===== src/rtl/vid_sync_edge.sv =====
// Registers VS/HS/DE once, normalises sync polarity and derives edge strobes
// from the registered versus previous-registered samples.
module vid_sync_edge #(
    parameter bit VS_POL = 1'b1
) (
    input  logic clk,
    input  logic rst,
    input  logic vsync,
    input  logic hsync,
    input  logic de,
    output logic vs_act,
    output logic hs_act,
    output logic de_act,
    output logic vs_rise,
    output logic de_fall
);

    logic vs_prev;
    logic de_prev;

    // Sample pins (sync levels normalised to active-high) and keep previous sample.
    always_ff @(posedge clk) begin
        if (rst) begin
            vs_act  <= 1'b0;
            hs_act  <= 1'b0;
            de_act  <= 1'b0;
            vs_prev <= 1'b0;
            de_prev <= 1'b0;
        end else begin
            vs_act  <= (vsync == VS_POL);
            hs_act  <= (hsync == VS_POL);
            de_act  <= de;
            vs_prev <= vs_act;
            de_prev <= de_act;
        end
    end

    // Edge strobes, valid for the cycle the registered sample shows the change.
    always_comb begin
        vs_rise = vs_act & ~vs_prev;
        de_fall = ~de_act & de_prev;
    end

endmodule


===== config.mk =====
export PLATFORM = sky130hd
export DESIGN_NAME = vid_sync_edge
export DESIGN_NICKNAME = d
export VERILOG_FILES = /design/src/rtl/vid_sync_edge.sv
export SDC_FILE = /design/constraint.sdc
export NUM_CORES = 1
export LEC_CHECK = 0
export ABC_AREA = 1
export CELL_PAD_IN_SITES_DETAIL_PLACEMENT = 1
export CELL_PAD_IN_SITES_GLOBAL_PLACEMENT = 1
export CORE_AREA = 2 2 39 41
export CTS_CLUSTER_DIAMETER = 200
export DETAILED_ROUTE_END_ITERATION = 10
export DIE_AREA = 0 0 41 43
export PLACE_DENSITY_LB_ADDON = 0.1
export SETUP_SLACK_MARGIN = 0.02
export SLEW_MARGIN = 10
export SYNTH_ARGS = -nofsm -noshare
export SYNTH_HDL_FRONTEND = slang
export SYNTH_SLANG_ARGS = --single-unit

===== constraint.sdc =====
create_clock -name clk -period 0.8 [get_ports clk]
set_input_delay 0.16 -clock clk [delete_from_list [all_inputs] [get_ports clk]]
set_output_delay 0.16 -clock clk [all_outputs]
set_load 0.005 [all_outputs]

# [After elaboration in Yosys (flattened, before gate mapping)]
# Cells that the tools add are included.
[word_totals] regBits=5 input_bits=5 out_inout_bits=5 elab_cells=9
[classes] bitwise_logic=4
[ops] cell="$and A1 B1 Y1" count=2
[ops] cell="$not A1 Y1" count=2

# [Logic depth before layout (Yosys ltp)]
# Gate-level depths: netlist of the first run.
[logic_depth] depth_word=2 depth_mapped=2 depth_no_buf=2

# [Worst setup path before layout of the first run]
# No wires, ideal clock.
[synth_timing] kind="flip-flop to output port" startpoint="register vs_act" endpoint="output vs_rise" arrival_time_ns=0.471 required_ns=0.640 slack_ns=0.169 stages_incl_launch_ff=3 n_path_buf=0 path_cell_list="dfxtp_1 inv_1 nor2_1"
[synth_between] elab_chain_cells=1
[synth_rtl] item="start: declaration" line_no="11" rtl="output logic vs_act,"
[synth_rtl] item="start signal: assignment" line_no="30" rtl="vs_act <= (vsync == VS_POL);"
[synth_rtl] item="$and A1 B1 Y1" line_no="40" rtl="vs_rise = vs_act & ~vs_prev;"
[synth_rtl] item="end: declaration" line_no="14" rtl="output logic vs_rise,"
# No other way between the ends.

# [Final worst setup path of the first run]
# Ends and elaborated chain as after synthesis.

==> summary.md, run 1 <==
| Metric | Value |
|---|---|
| Req. time, crit path | about 0.64 ns |
| Final #Nets | 38 |
| Synth Register Bits | 5 |
| Clk sinks | 5 |
| Final-report max-slew violation count | 0 |
| Buffer depth of the longest clock path | 2 |
| Final Setup Violations | 5 |
| First-pass GRT wire length | roughly 350 µm |
| RR Endpoint | vs_prev |
| Mapped Cells | 18 |
| Synth unique cells | 3 |
| Fill count | 171 |
| VDD IR max | 656.8 µV |
| GRT Util Overall | 0.03726 |
| Fin crit share | 1.160 |
| Starting density of the core | 0.1076 |
| Root Driver | clkbuf_4 |
| Critical R2R Launch | vs_act |
| Static leakage | 0.1435 nW |
| Final worst slack | -0.1281 ns |
| Total grt overflow | 0 |
| Worst skew pair latency | 0.24 ns |
| Final Hold Fails | 0 |
| H-tree depth | 1 |
| Peak Freq | approximately 1.1 GHz |
| Final Skew | 0.006048 ns |
| DR DRC count | 0 |
| Startpoint types | flip-flop |
| Commonest non-fill, non-tap cell in the layout | nor2_1 |
| Clock network fraction of total power | 0.473 |
| Seq/Total Area, Yosys | 0.6723 |
| Reg clk slew, reported paths | 0.05 ns |
| Combinational share of power | 0.085 |
| RSZ-0062 raised after global routing | yes |
| 1st-pass router iterations | 2 |
| Sequential cell area | about 100 µm² |
| Per-cell routed wire length | 5.750 µm |
| Setup_tns | -0.3064 ns |
| Placed Cells | 44 |
| Total CTS buffers | 3 |
| Worst reg-to-reg path cell count | 3 |
| Most frequent cells in the layout | nor2_1 (7), buf_2 (5), inv_1 (4), clkdlybuf4s50_1 (4) |
| Switch share | 0.2138 |
| Post-Route WL | 276 µm |
| Core footprint | 1384 µm² |
| Final GP Congestion | 0.5385 |
| Worst hold start | de_act |
| Internal Power | 0.0004777 W |
| Syn Nets | 23 |
| Tightest Hold Check Type | flip-flop to flip-flop |
| Place WS | -0.3051 ns |
| Die Height | 43 µm |
| Status | finished with violations |
| Row Count | 14 |
| Die width | 41 µm |
| R2r setup slk | 0.21 ns |
| Min Tclk post-route | 0.9281 ns |
| Diodes inserted | 0 |
| Largest net degree at the start of global routing | 6 |
| Cell Area, Synth | roughly 150 µm² |
| Critical path class | flip-flop to primary output |
| Via count | about 150 |
| Initial drt markers | 3 |
| Area of the multi-input gates | 26.28 µm² |
| Die ar. | 1763 µm² |
| Hold Path End | de_prev |
| IO Count | 10 |
| Slew headroom | 0.8796 |
| Finished Layout Cells | 48 |
| Hold depth | 2 |
| Synth Warn # | 0 |
| Crit. End Element | primary output |
| Crit path max fanout | 2 |
| Sequential share of power | 0.441 |
| CTS tree | yes |
| Worst slew pin tran | 0.1801 ns |
| Vias in the first global route | 101 |
| Post-route antenna net violation count | 0 |
| HPWL Detailed | approximately 230 µm |
| Vias per cell | 3.021 |
| Hold buffer count at CTS | 0 |
| Initial antenna violation count | 0 |
| Pwr/cell area | approximately 2200 nW/µm² |
| Layout cells sized above 1 | 0.4688 |
| Max cap viols | 0 |
| IO Port Bufs | 9 |
| Layout area overhead | 83.19% |
| Syn_area_per_cell | just over 8 µm² |
| Crit path DAT | 0.77 ns |
| Net Sw Power | around 0.00013 W |
| Failing checks | negative setup slack |
## worst max path at each step
| stage | start | endpoint | slack [ns] | cells past startpoint |
|---|---|---|---|---|
| final | vs_act | vs_rise | -0.13 | 3 |
| after global routing | vs_act | vs_rise | -0.17 | 3 |
| after CTS | vs_act | vs_rise | -0.16 | 3 |
| after detailed placement | vs_act | vs_rise | -0.31 | 3 |
| after global placement | vs_act | vs_rise | -0.30 | 3 |
| after floorplan | vs_act | vs_rise | 0.17 | 2 |
## layout make-up
| class | count | share of cell area |
|---|---|---|
| Clock buffer | 3 | 0.08257 |
| Clock inverter | 1 | 0.01835 |
| Inverter | 6 | 0.08257 |
| Multi-Input combinational cell | 7 | 0.09633 |
| Sequential cell | 5 | 0.3807 |
| Tap cell | 16 | 0.07339 |
| Timing Repair Buffer | 10 | 0.2661 |
## metrics by stage
stage	util	instance area [µm²]	power, W	hold slack, ns
floorplan	-	148.9	0.0002845	0.2312
global placement	0.1926	266.5	0.0003351	0.4271
detailed placement	0.1926	266.5	0.0003364	0.4382
CTS	0.1962	271.5	0.0006238	0.4233
global route	0.1971	272.8	0.0006383	0.4270
finish	0.1971	272.8	0.0006076	0.4269
## what timing repair did
| item | 4_1_cts | 5_1_grt |
|---|---|---|
| gates cloned | 0 | 0 |
| setup buffers | 0 | 0 |
| gates resized for setup | 22 | 3 |
| pin swaps | 0 | 0 |
| setup endpoints to repair | 5 | 5 |
## cell usage after synthesis
master   count  area [µm²]
nor2_1       7       26.28
inv_1        6       22.52
dfxtp_1      5       100.1
## per-layer routing
layer / track usage / routed length (µm)
met5: 0 / 0
met2: 0.03750 / 133
met3: 0.04712 / 44
met1: 0.03247 / 98
met4: 0.04000 / 0
## worst max-delay path: stages, from the launching register on
cell and delay (ns):
dfxtp_2 0.32, inv_2 0.03, nor2_1 0.07, buf_2 0.11
## cell families after synthesis
logic type,count (synthesis),share of synthesized area
buffers and inverters,6,0.1512
and+or+nand+nor,7,0.1765
DFF,5,0.6723
## state kept, by name, summed over array words and instances, names as in the netlist
register and cells:
de_act 1, de_prev 1, hs_act 1, vs_act 1, vs_prev 1
## power by group through the flow
stage | Sequential [W] | Combinational (W) | Clock, W
2_1_floorplan | 0.000272 | 0.0000125 | 0
6_report | 0.000268 | 0.0000519 | 0.000288
4_1_cts | 0.000267 | 0.0000534 | 0.000303
3_5_place_dp | 0.000271 | 0.0000650 | 0
3_3_place_gp | 0.000271 | 0.0000641 | 0
5_1_grt | 0.000269 | 0.0000577 | 0.000311
No activity file was read; power rests on OpenSTA's default activity.
==> inputs of run 2 (changes only) <==
Settings changed: CTS_CLUSTER_DIAMETER 200 to 120.
==> results of run 2 <==
Final layout, timing and power as in run 1 (identical DEF).
==> inputs of run 3 (changes only) <==
Settings changed: SLEW_MARGIN 10 to default.
==> results of run 3 <==
Final layout, timing and power as in run 1 (identical DEF).
